**src/rtl/kgp_trace_capture_if.sv**
```systemverilog
// Commit observation bus and first-word fall-through read port of the trace buffer.
// The master side is the core/consumer pair; the slave side is the capture block.
interface kgp_trace_capture_if;
  logic        commit_valid;
  logic [31:0] pc;
  logic [31:0] instr_out;
  logic [31:0] res_out;
  logic        rd_valid;
  logic        rd_ready;
  logic [31:0] rd_pc;
  logic [31:0] rd_instr;
  logic [31:0] rd_res;

  modport master (
    output commit_valid, pc, instr_out, res_out, rd_ready,
    input  rd_valid, rd_pc, rd_instr, rd_res
  );

  modport slave (
    input  commit_valid, pc, instr_out, res_out, rd_ready,
    output rd_valid, rd_pc, rd_instr, rd_res
  );
endinterface

```
**src/rtl/kgp_trace_capture.sv**
```systemverilog
// Trace buffer for the KGP mini-RISC commit stream: keeps a pre/post window
// around a PC breakpoint in a circular buffer, then drains it oldest-first.
//
// state | meaning
// IDLE  | waiting for arm, nothing captured
// ARMED | capturing pre-trigger history, watching for the PC match
// POST  | capturing entries after the trigger until POST_TRIG are taken
// DONE  | capture frozen, window drains over the read port
module kgp_trace_capture #(
  parameter int DEPTH     = 16,
  parameter int POST_TRIG = 8
) (
  input  logic                     clk,
  input  logic                     rst,
  input  logic                     arm,
  input  logic                     trig_en,
  input  logic [31:0]              trig_pc,
  kgp_trace_capture_if.slave       bus,
  output logic [1:0]               state,
  output logic [$clog2(DEPTH):0]   count,
  output logic                     overflow
);
  localparam int AW = $clog2(DEPTH);
  localparam int CW = AW + 1;

  typedef enum logic [1:0] {
    IDLE  = 2'd0,
    ARMED = 2'd1,
    POST  = 2'd2,
    DONE  = 2'd3
  } state_t;

  state_t        st;
  logic [AW-1:0] wr_ptr;
  logic [AW-1:0] rd_ptr;
  logic [CW-1:0] post_cnt;
  logic [95:0]   mem [DEPTH];
  logic [95:0]   head;

  logic capture;
  logic full;
  logic hit;

  assign capture = ((st == ARMED) || (st == POST)) && bus.commit_valid;
  assign full    = (count == CW'(DEPTH));
  assign hit     = trig_en && (bus.pc == trig_pc);

  // Capture/trigger/drain sequencing; pointers wrap naturally since DEPTH is a power of two.
  always_ff @(posedge clk) begin
    if (rst) begin
      st       <= IDLE;
      count    <= '0;
      wr_ptr   <= '0;
      rd_ptr   <= '0;
      overflow <= 1'b0;
      post_cnt <= '0;
    end else begin
      case (st)
        IDLE: begin
          if (arm) begin
            st       <= ARMED;
            count    <= '0;
            wr_ptr   <= '0;
            rd_ptr   <= '0;
            overflow <= 1'b0;
            post_cnt <= '0;
          end
        end
        ARMED, POST: begin
          if (bus.commit_valid) begin
            wr_ptr <= wr_ptr + 1'b1;
            // A full buffer drops its oldest entry so the newest history is kept.
            if (full) begin
              rd_ptr   <= rd_ptr + 1'b1;
              overflow <= 1'b1;
            end else begin
              count <= count + 1'b1;
            end
            if (st == ARMED) begin
              if (hit) begin
                post_cnt <= CW'(1);
                st       <= (POST_TRIG == 1) ? DONE : POST;
              end
            end else begin
              post_cnt <= post_cnt + 1'b1;
              if (post_cnt + 1'b1 == CW'(POST_TRIG)) st <= DONE;
            end
          end
        end
        DONE: begin
          if (count == '0) begin
            st <= IDLE;
          end else if (bus.rd_ready) begin
            rd_ptr <= rd_ptr + 1'b1;
            count  <= count - 1'b1;
          end
        end
        default: st <= IDLE;
      endcase
    end
  end

  // Entry storage; contents need no reset because count gates every read.
  always_ff @(posedge clk) begin
    if (capture) mem[wr_ptr] <= {bus.pc, bus.instr_out, bus.res_out};
  end

  assign head         = mem[rd_ptr];
  assign state        = st;
  assign bus.rd_valid = (st == DONE) && (count != '0);
  assign bus.rd_pc    = bus.rd_valid ? head[95:64] : 32'd0;
  assign bus.rd_instr = bus.rd_valid ? head[63:32] : 32'd0;
  assign bus.rd_res   = bus.rd_valid ? head[31:0]  : 32'd0;
endmodule
```
**src/flat_wrapper.sv**
```systemverilog
// flat-port wrapper written by rule: the top's interface ports become plain ports
module kgp_trace_capture_flat 
#(
  parameter int DEPTH     = 16,
  parameter int POST_TRIG = 8
)
  (clk, rst, arm, trig_en, trig_pc, state, count, overflow, bus_commit_valid, bus_pc, bus_instr_out, bus_res_out, bus_rd_ready, bus_rd_valid, bus_rd_pc, bus_rd_instr, bus_rd_res);
  kgp_trace_capture_if bus_i ();
  input  logic clk;
  input  logic rst;
  input  logic arm;
  input  logic trig_en;
  input  logic [31:0] trig_pc;
  output logic [1:0] state;
  output logic [$clog2(DEPTH):0] count;
  output logic overflow;
  input wire logic [$bits(bus_i.commit_valid)-1:0] bus_commit_valid;
  input wire logic [$bits(bus_i.pc)-1:0] bus_pc;
  input wire logic [$bits(bus_i.instr_out)-1:0] bus_instr_out;
  input wire logic [$bits(bus_i.res_out)-1:0] bus_res_out;
  input wire logic [$bits(bus_i.rd_ready)-1:0] bus_rd_ready;
  output wire logic [$bits(bus_i.rd_valid)-1:0] bus_rd_valid;
  output wire logic [$bits(bus_i.rd_pc)-1:0] bus_rd_pc;
  output wire logic [$bits(bus_i.rd_instr)-1:0] bus_rd_instr;
  output wire logic [$bits(bus_i.rd_res)-1:0] bus_rd_res;
  assign bus_i.commit_valid = bus_commit_valid;
  assign bus_i.pc = bus_pc;
  assign bus_i.instr_out = bus_instr_out;
  assign bus_i.res_out = bus_res_out;
  assign bus_i.rd_ready = bus_rd_ready;
  assign bus_rd_valid = bus_i.rd_valid;
  assign bus_rd_pc = bus_i.rd_pc;
  assign bus_rd_instr = bus_i.rd_instr;
  assign bus_rd_res = bus_i.rd_res;
  kgp_trace_capture #(.DEPTH(DEPTH), .POST_TRIG(POST_TRIG)) u_core (.clk(clk), .rst(rst), .arm(arm), .trig_en(trig_en), .trig_pc(trig_pc), .bus(bus_i), .state(state), .count(count), .overflow(overflow));
endmodule
```
**config.mk**
```make
export PLATFORM = sky130hd
export DESIGN_NAME = kgp_trace_capture_flat
export DESIGN_NICKNAME = d
export VERILOG_FILES = /design/src/rtl/kgp_trace_capture_if.sv /design/src/rtl/kgp_trace_capture.sv /design/src/flat_wrapper.sv
export SDC_FILE = /design/constraint.sdc
export NUM_CORES = 1
export LEC_CHECK = 0
export ABC_AREA = 1
export CAP_MARGIN = 20
export CORE_MARGIN = 5
export CORE_UTILIZATION = 30
export DETAILED_ROUTE_END_ITERATION = 10
export SYNTH_ARGS = -nofsm -noshare
export SYNTH_HDL_FRONTEND = slang
export SYNTH_SLANG_ARGS = --single-unit
```
**constraint.sdc**
```tcl
create_clock -name clk -period 7.4 [get_ports clk]
set_input_delay 0.74 -clock clk [delete_from_list [all_inputs] [get_ports clk]]
set_output_delay 0.74 -clock clk [all_outputs]
set_load 0.02 [all_outputs]
```
==> results of run 1 <==
==> sequential cells by signal, indices dropped and copies added (netlist names), named ones only <==
name,flops
u_core.rd_ptr,4
u_core.mem,1536
u_core.overflow,1
u_core.state,2
u_core.wr_ptr,4
u_core.post_cnt,5
u_core.count,5
==> stage by stage <==
stage                     power, mW  setup WS [ns]  area [um2]  hold slack (ns)  utilization [%]
after global placement         15.8           2.47       66200            0.489             32.7
final                          23.4           1.57       71200            0.507             35.2
after CTS                      23.6           1.58       71200            0.510             35.1
after floorplan                14.3           1.63       61200            0.471                -
after global routing           24.6           1.30       71200            0.537             35.1
after detailed placement       15.9           2.45       66200            0.498             32.7
==> cell usage in the layout (no fill, tap or decap), types with 2 or more instances in the layout <==
cell,instances
edfxtp_1,1536
nor2_1,813
o21ai_0,716
o221ai_1,270
clkdlybuf4s50_1,238
clkbuf_16,161
o22ai_1,116
a21oi_1,115
o211ai_1,114
nand3_1,99
nand2_1,84
o21ai_1,60
inv_1,58
clkbuf_1,43
clkinv_1,39
buf_4,32
dfxtp_1,21
clkinv_2,20
buf_12,19
nor2_4,16
diode_2,15
ha_1,13
xnor2_1,10
bufinv_16,10
inv_6,8
xor2_1,8
or2_2,7
nand4_1,5
nor3_1,4
dfxtp_4,4
inv_16,3
clkinvlp_4,3
clkinv_8,3
o21ai_2,2
clkinv_4,2
==> final cells by class <==
type	count	area, um2	area share (%)
Timing Repair Buffer	289	3000	4.22
Multi-Input combinational cell	2457	12900	18.2
Clock inverter	86	758	1.07
Clock buffer	205	4200	5.91
Tap cell	2672	3340	4.70
Antenna cell	15	37.5	0.0527
Inverter	63	270	0.380
Sequential cell	1561	46600	65.5
==> power groups by stage <==
stage               clock network (mW)  registers, mW  logic (mW)
CTS                               7.88           10.2        5.52
finish                            7.71           10.2        5.51
floorplan                            0           10.3        4.04
global placement                     0           10.4        5.38
global route                      8.26           10.2        6.13
detailed placement                   0           10.4        5.50
==> path summary, 6_finish.rpt <==
| check | start | end | slack, ns | cells after the start |
|---|---|---|---|---|
| max reg2reg | u_core.state[0] | u_core.mem[8][6] | 3.93 | 7 |
| min reg2reg | u_core.post_cnt[4] | u_core.post_cnt[4] | 0.51 | 2 |
| max | flop | bus_rd_pc[18] | 1.57 | 7 |
| min | u_core.post_cnt[4] | u_core.post_cnt[4] | 0.51 | 2 |
==> worst max-delay path: cells and delay by family, from the launching register on <==
kind / cells / cell delay [ns]
buffers and inverters: 3 / 2.05
DFF: 1 / 0.96
AOI/OAI and AO/OA: 4 / 0.92
==> logic make-up after synthesis <==
family                   count (synthesis)  share of synthesized area (%)
AO/OA/AOI/OAI                         1395                           13.8
buffers and inverters                  393                           2.82
AND/OR/NAND/NOR                       1030                           6.59
flip-flops                            1561                           76.2
XOR/XNOR                                18                          0.258
adder cells (fa/ha/maj)                 14                          0.299
==> routing by layer <==
metal | vias to the layer above | wire [um]
met4 | 0 | 3570
met2 | 1501 | 82700
met1 | 19500 | 76000
met3 | 232 | 12300
li1 | 17200 | -
met5 | - | 0
==> results.json, run 1 <==
{
  "h-tree-depth": 4,
  "cts_resized": 0,
  "path_class": "flop to output port",
  "cts_root_buffer": "clkbuf_16",
  "setup_tns_ns": 0,
  "drive_above_1_share_pct": 6.37,
  "area_delta_synth_final_pct": 16.4,
  "hold_viol_final": 0,
  "synth-edff-count": 1536,
  "drtPass1Iterations": 8,
  "power_density_nw_per_um2": 329,
  "seqPwrFrac_pct": 43.5,
  "grt_pass1_vias": 37700,
  "grt_first_pass_wirelength_um": 253000,
  "synthTopCellsByArea": "edfxtp_1, o21ai_0, nor2_1, o221ai_1, clkbuf_1",
  "power_frac_comb_pct": 23.5,
  "fin_cells": 7348,
  "rsz0062_at_grt": "false",
  "switchingPower_mw": 7.45,
  "worst_setup_path_end_kind": "output port",
  "arrival_ns": 5.09,
  "cp_data_required_time_ns": 6.66,
  "grt_overflow_total": 0,
  "met1_usage_pct": 21.9,
  "placed_cells": 7042,
  "drc": 0,
  "fin_nets": 4677,
  "dp.final_hpwl_um": 79900,
  "wl_per_cell_um": 23.8,
  "gp_congestion": 0.735,
  "fin_crit_sh_pct": 78.8,
  "power.leakage_nw": 21.8,
  "min_path_type": "flop to flop",
  "synth-main-ff-cell": "edfxtp_1",
  "cts_tree": "yes",
  "clockPowerShare_pct": 32.9,
  "maxCapViolations": 0,
  "dieArea_um2": 213000,
  "max_slew_margin_pct": 22.0,
  "synth.distinct_cells": 31,
  "antenna_found_initial": 23,
  "core_um2": 203000,
  "hold_buffers": 0,
  "synthArstFlopShare_pct": 0,
  "ys_seq_elements": 1561,
  "yosysWarnings": 0,
  "grt_max_degree": 263,
  "io_pins": 239,
  "synth_top_area_share_pct": 75.4,
  "die_w_um": 462,
  "startpoint_type": "flop",
  "cp_max_fo": 205,
  "antenna_left": 0,
  "numClockSinks": 1561,
  "finalMaxSlewViolations": 0,
  "synth_cells": 4411,
  "synth_area_leader_cell": "edfxtp_1",
  "p_sw_share_pct": 31.8,
  "post_cts_buffers": 0,
  "cts_buffers": 157,
  "post-route-min-period_ns": 5.83,
  "die_y_um": 462,
  "clkTransAtPathRegs_ns": 0.06,
  "met3_usage_pct": 2.86,
  "rows": 165,
  "start_util_pct": 30.2,
  "tightest_slew_ns": 1.17,
  "busiest_layer": "met2",
  "yosys-top-cells-count": "edfxtp_1, nor2_1, o21ai_0",
  "via_per_inst": 5.23,
  "slowest_delay_ns": 0.96,
  "status": "finished, final reports clean",
  "synth.avg_cell_area_um2": 13.9,
  "synthesis.nets": 4559,
  "synth_area_um2": 61200,
  "synth-seq-area-share_pct": 76.2,
  "clock_latency_ns": 0.78,
  "dr.first_iter.drc_count": 4669,
  "grtUsageMet2_pct": 25.7,
  "vias": 38400,
  "track_usage_pct": 15.9,
  "crit_slowest_cell": "dfxtp_4",
  "irDropWorstVdd_v": 0.000294,
  "setup_viol": 0,
  "cts_buffer_depth": 3,
  "crit_chain": "buf_12 > buf_4 > o21ai_0 > o221ai_1 > o211ai_1 > a21oi_1 > clkdlybuf4s50_1",
  "p_int_mw": 16.0,
  "fin_worst_skew_ns": 0.0229,
  "max_freq_mhz": 171,
  "synth_most_common_cell": "edfxtp_1",
  "wl_um": 175000,
  "nFillCells": 19300,
  "portBuffers": 238
}
Power figures use the tool's default switching activity.
==> inputs of run 2 (changes only) <==
Clock period 7.4 ns to 5.73 ns, I/O delays scaled along.
==> results.json, run 2 (synthesis results as in run 1) <==
{
  "cts_buffer_depth": 3,
  "cp_max_fo": 224,
  "finalMaxSlewViolations": 0,
  "antenna_left": 0,
  "post-route-min-period_ns": 5.07,
  "largest_reg_flops": 1536,
  "power.leakage_nw": 21.8,
  "cp_data_required_time_ns": 5.16,
  "top_regs": "u_core.mem: 1536 flops, u_core.count: 5 flops, u_core.post_cnt: 5 flops",
  "grt_pass1_vias": 37700,
  "maxCapViolations": 0,
  "cts_root_buffer": "clkbuf_16",
  "hold_slack_ns": 0.477,
  "hold_buffers": 0,
  "tightest_slew_ns": 1.35,
  "h-tree-depth": 4,
  "crit_slowest_cell": "clkdlybuf4s50_1",
  "dr.first_iter.drc_count": 4288,
  "wl_um": 175000,
  "start_util_pct": 30.2,
  "io_pins": 239,
  "min_path_type": "primary input to flop",
  "grt_first_pass_wirelength_um": 253000,
  "max_slew_margin_pct": 10.1,
  "drtPass1Iterations": 5,
  "slowest_delay_ns": 0.74,
  "reg2reg_from": "u_core.state[0]",
  "mostFrequentLayoutCell": "edfxtp_1",
  "area_delta_synth_final_pct": 16.6,
  "cts_buffers": 155,
  "clkTransAtPathRegs_ns": 0.06,
  "layout_common_cells": "edfxtp_1, nor2_1, o21ai_0, o221ai_1, clkdlybuf4s50_1",
  "track_usage_pct": 15.9,
  "hold_viol_final": 0,
  "via_per_inst": 5.26,
  "rows": 165,
  "top_register": "u_core.mem",
  "status": "finished, final reports clean",
  "fin_area_um2": 71300,
  "antenna_found_initial": 26,
  "portBuffers": 238,
  "drc": 0,
  "fin_crit_sh_pct": 88.5,
  "die_w_um": 462,
  "dpl_cell_area_um2": 66400,
  "power_density_nw_per_um2": 423,
  "fin_worst_skew_ns": 0.0365,
  "grt_overflow_total": 0,
  "gp_congestion": 0.742,
  "cts_tree": "yes",
  "placed_cells": 7056,
  "crit_chain": "inv_16 > buf_4 > o21ai_0 > o221ai_1 > o211ai_1 > a21oi_1 > clkdlybuf4s50_1",
  "worstHoldStart": "rst",
  "arrival_ns": 4.50,
  "numClockSinks": 1561,
  "max_freq_mhz": 197,
  "setup_ws_ns": 0.657,
  "wl_per_cell_um": 23.8,
  "setup_viol": 0,
  "core_um2": 203000,
  "dp.final_hpwl_um": 82500,
  "vias": 38700,
  "fin_cells": 7345,
  "drive_above_1_share_pct": 6.50,
  "clock_latency_ns": 0.79,
  "post_cts_buffers": 0,
  "cts_resized": 0,
  "rsz0062_at_grt": "false",
  "startpoint_type": "flop",
  "dp_slack_ns": 1.54,
  "final_util_pct": 35.2,
  "fin_nets": 4689,
  "die_y_um": 462,
  "grt_max_degree": 248,
  "dieArea_um2": 213000,
  "path_class": "flop to output port",
  "worst_setup_path_end_kind": "output port",
  "cp_top_family": "buffers and inverters",
  "crit_buf_inv": 3,
  "irDropWorstVdd_v": 0.000459
}
==> run 2: worst register-to-register path: stages (launching register included) <==
cell	delay [ns]
dfxtp_1	0.41
inv_1	0.09
ha_1	0.41
nand2_1	0.08
inv_1	0.13
nand2_1	0.26
nor2_4	0.91
buf_12	0.42
==> run 2: stage by stage <==
step / power (mW) / setup TNS, ns
floorplan: 18.5 / -54.69
global placement: 20.4 / 0
detailed placement: 20.6 / 0
CTS: 30.4 / 0
global route: 31.7 / 0
finish: 30.2 / 0
==> run 2: per-layer routing <==
metal | track usage, % | wire, um | share of wire [%]
met1 | 22.4 | 76000 | 43
met2 | 25.1 | 80700 | 46
met3 | 2.94 | 13600 | 7.8
met4 | 4.96 | 4560 | 2.6
met5 | 0 | 10 | 0.0057
==> run 2: power breakdown <==
group	leakage [nW]	internal [mW]	switching [mW]
clock network	2.36	5.46	4.38
registers	14.0	12.9	0.215
logic	5.43	2.14	5.13
==> run 2: layout make-up <==
type / count / area [um2]
diodes: 10 / 25.0
clock buffers: 189 / 4040
clock inverters: 90 / 832
fillers: 19200 / 131000
inverters: 63 / 270
multi-input cells: 2457 / 12900
flip-flops and latches: 1561 / 46600
well taps: 2672 / 3340
repair buffers: 303 / 3260
==> run 2: final timing paths <==
path / cells past startpoint / slack, ns / endpoint
max reg2reg: 7 / 2.53 / u_core.mem[3][40]
max: 7 / 0.66 / bus_rd_res[10]
min: 2 / 0.48 / u_core.wr_ptr[1]
min reg2reg: 2 / 0.51 / u_core.post_cnt[4]
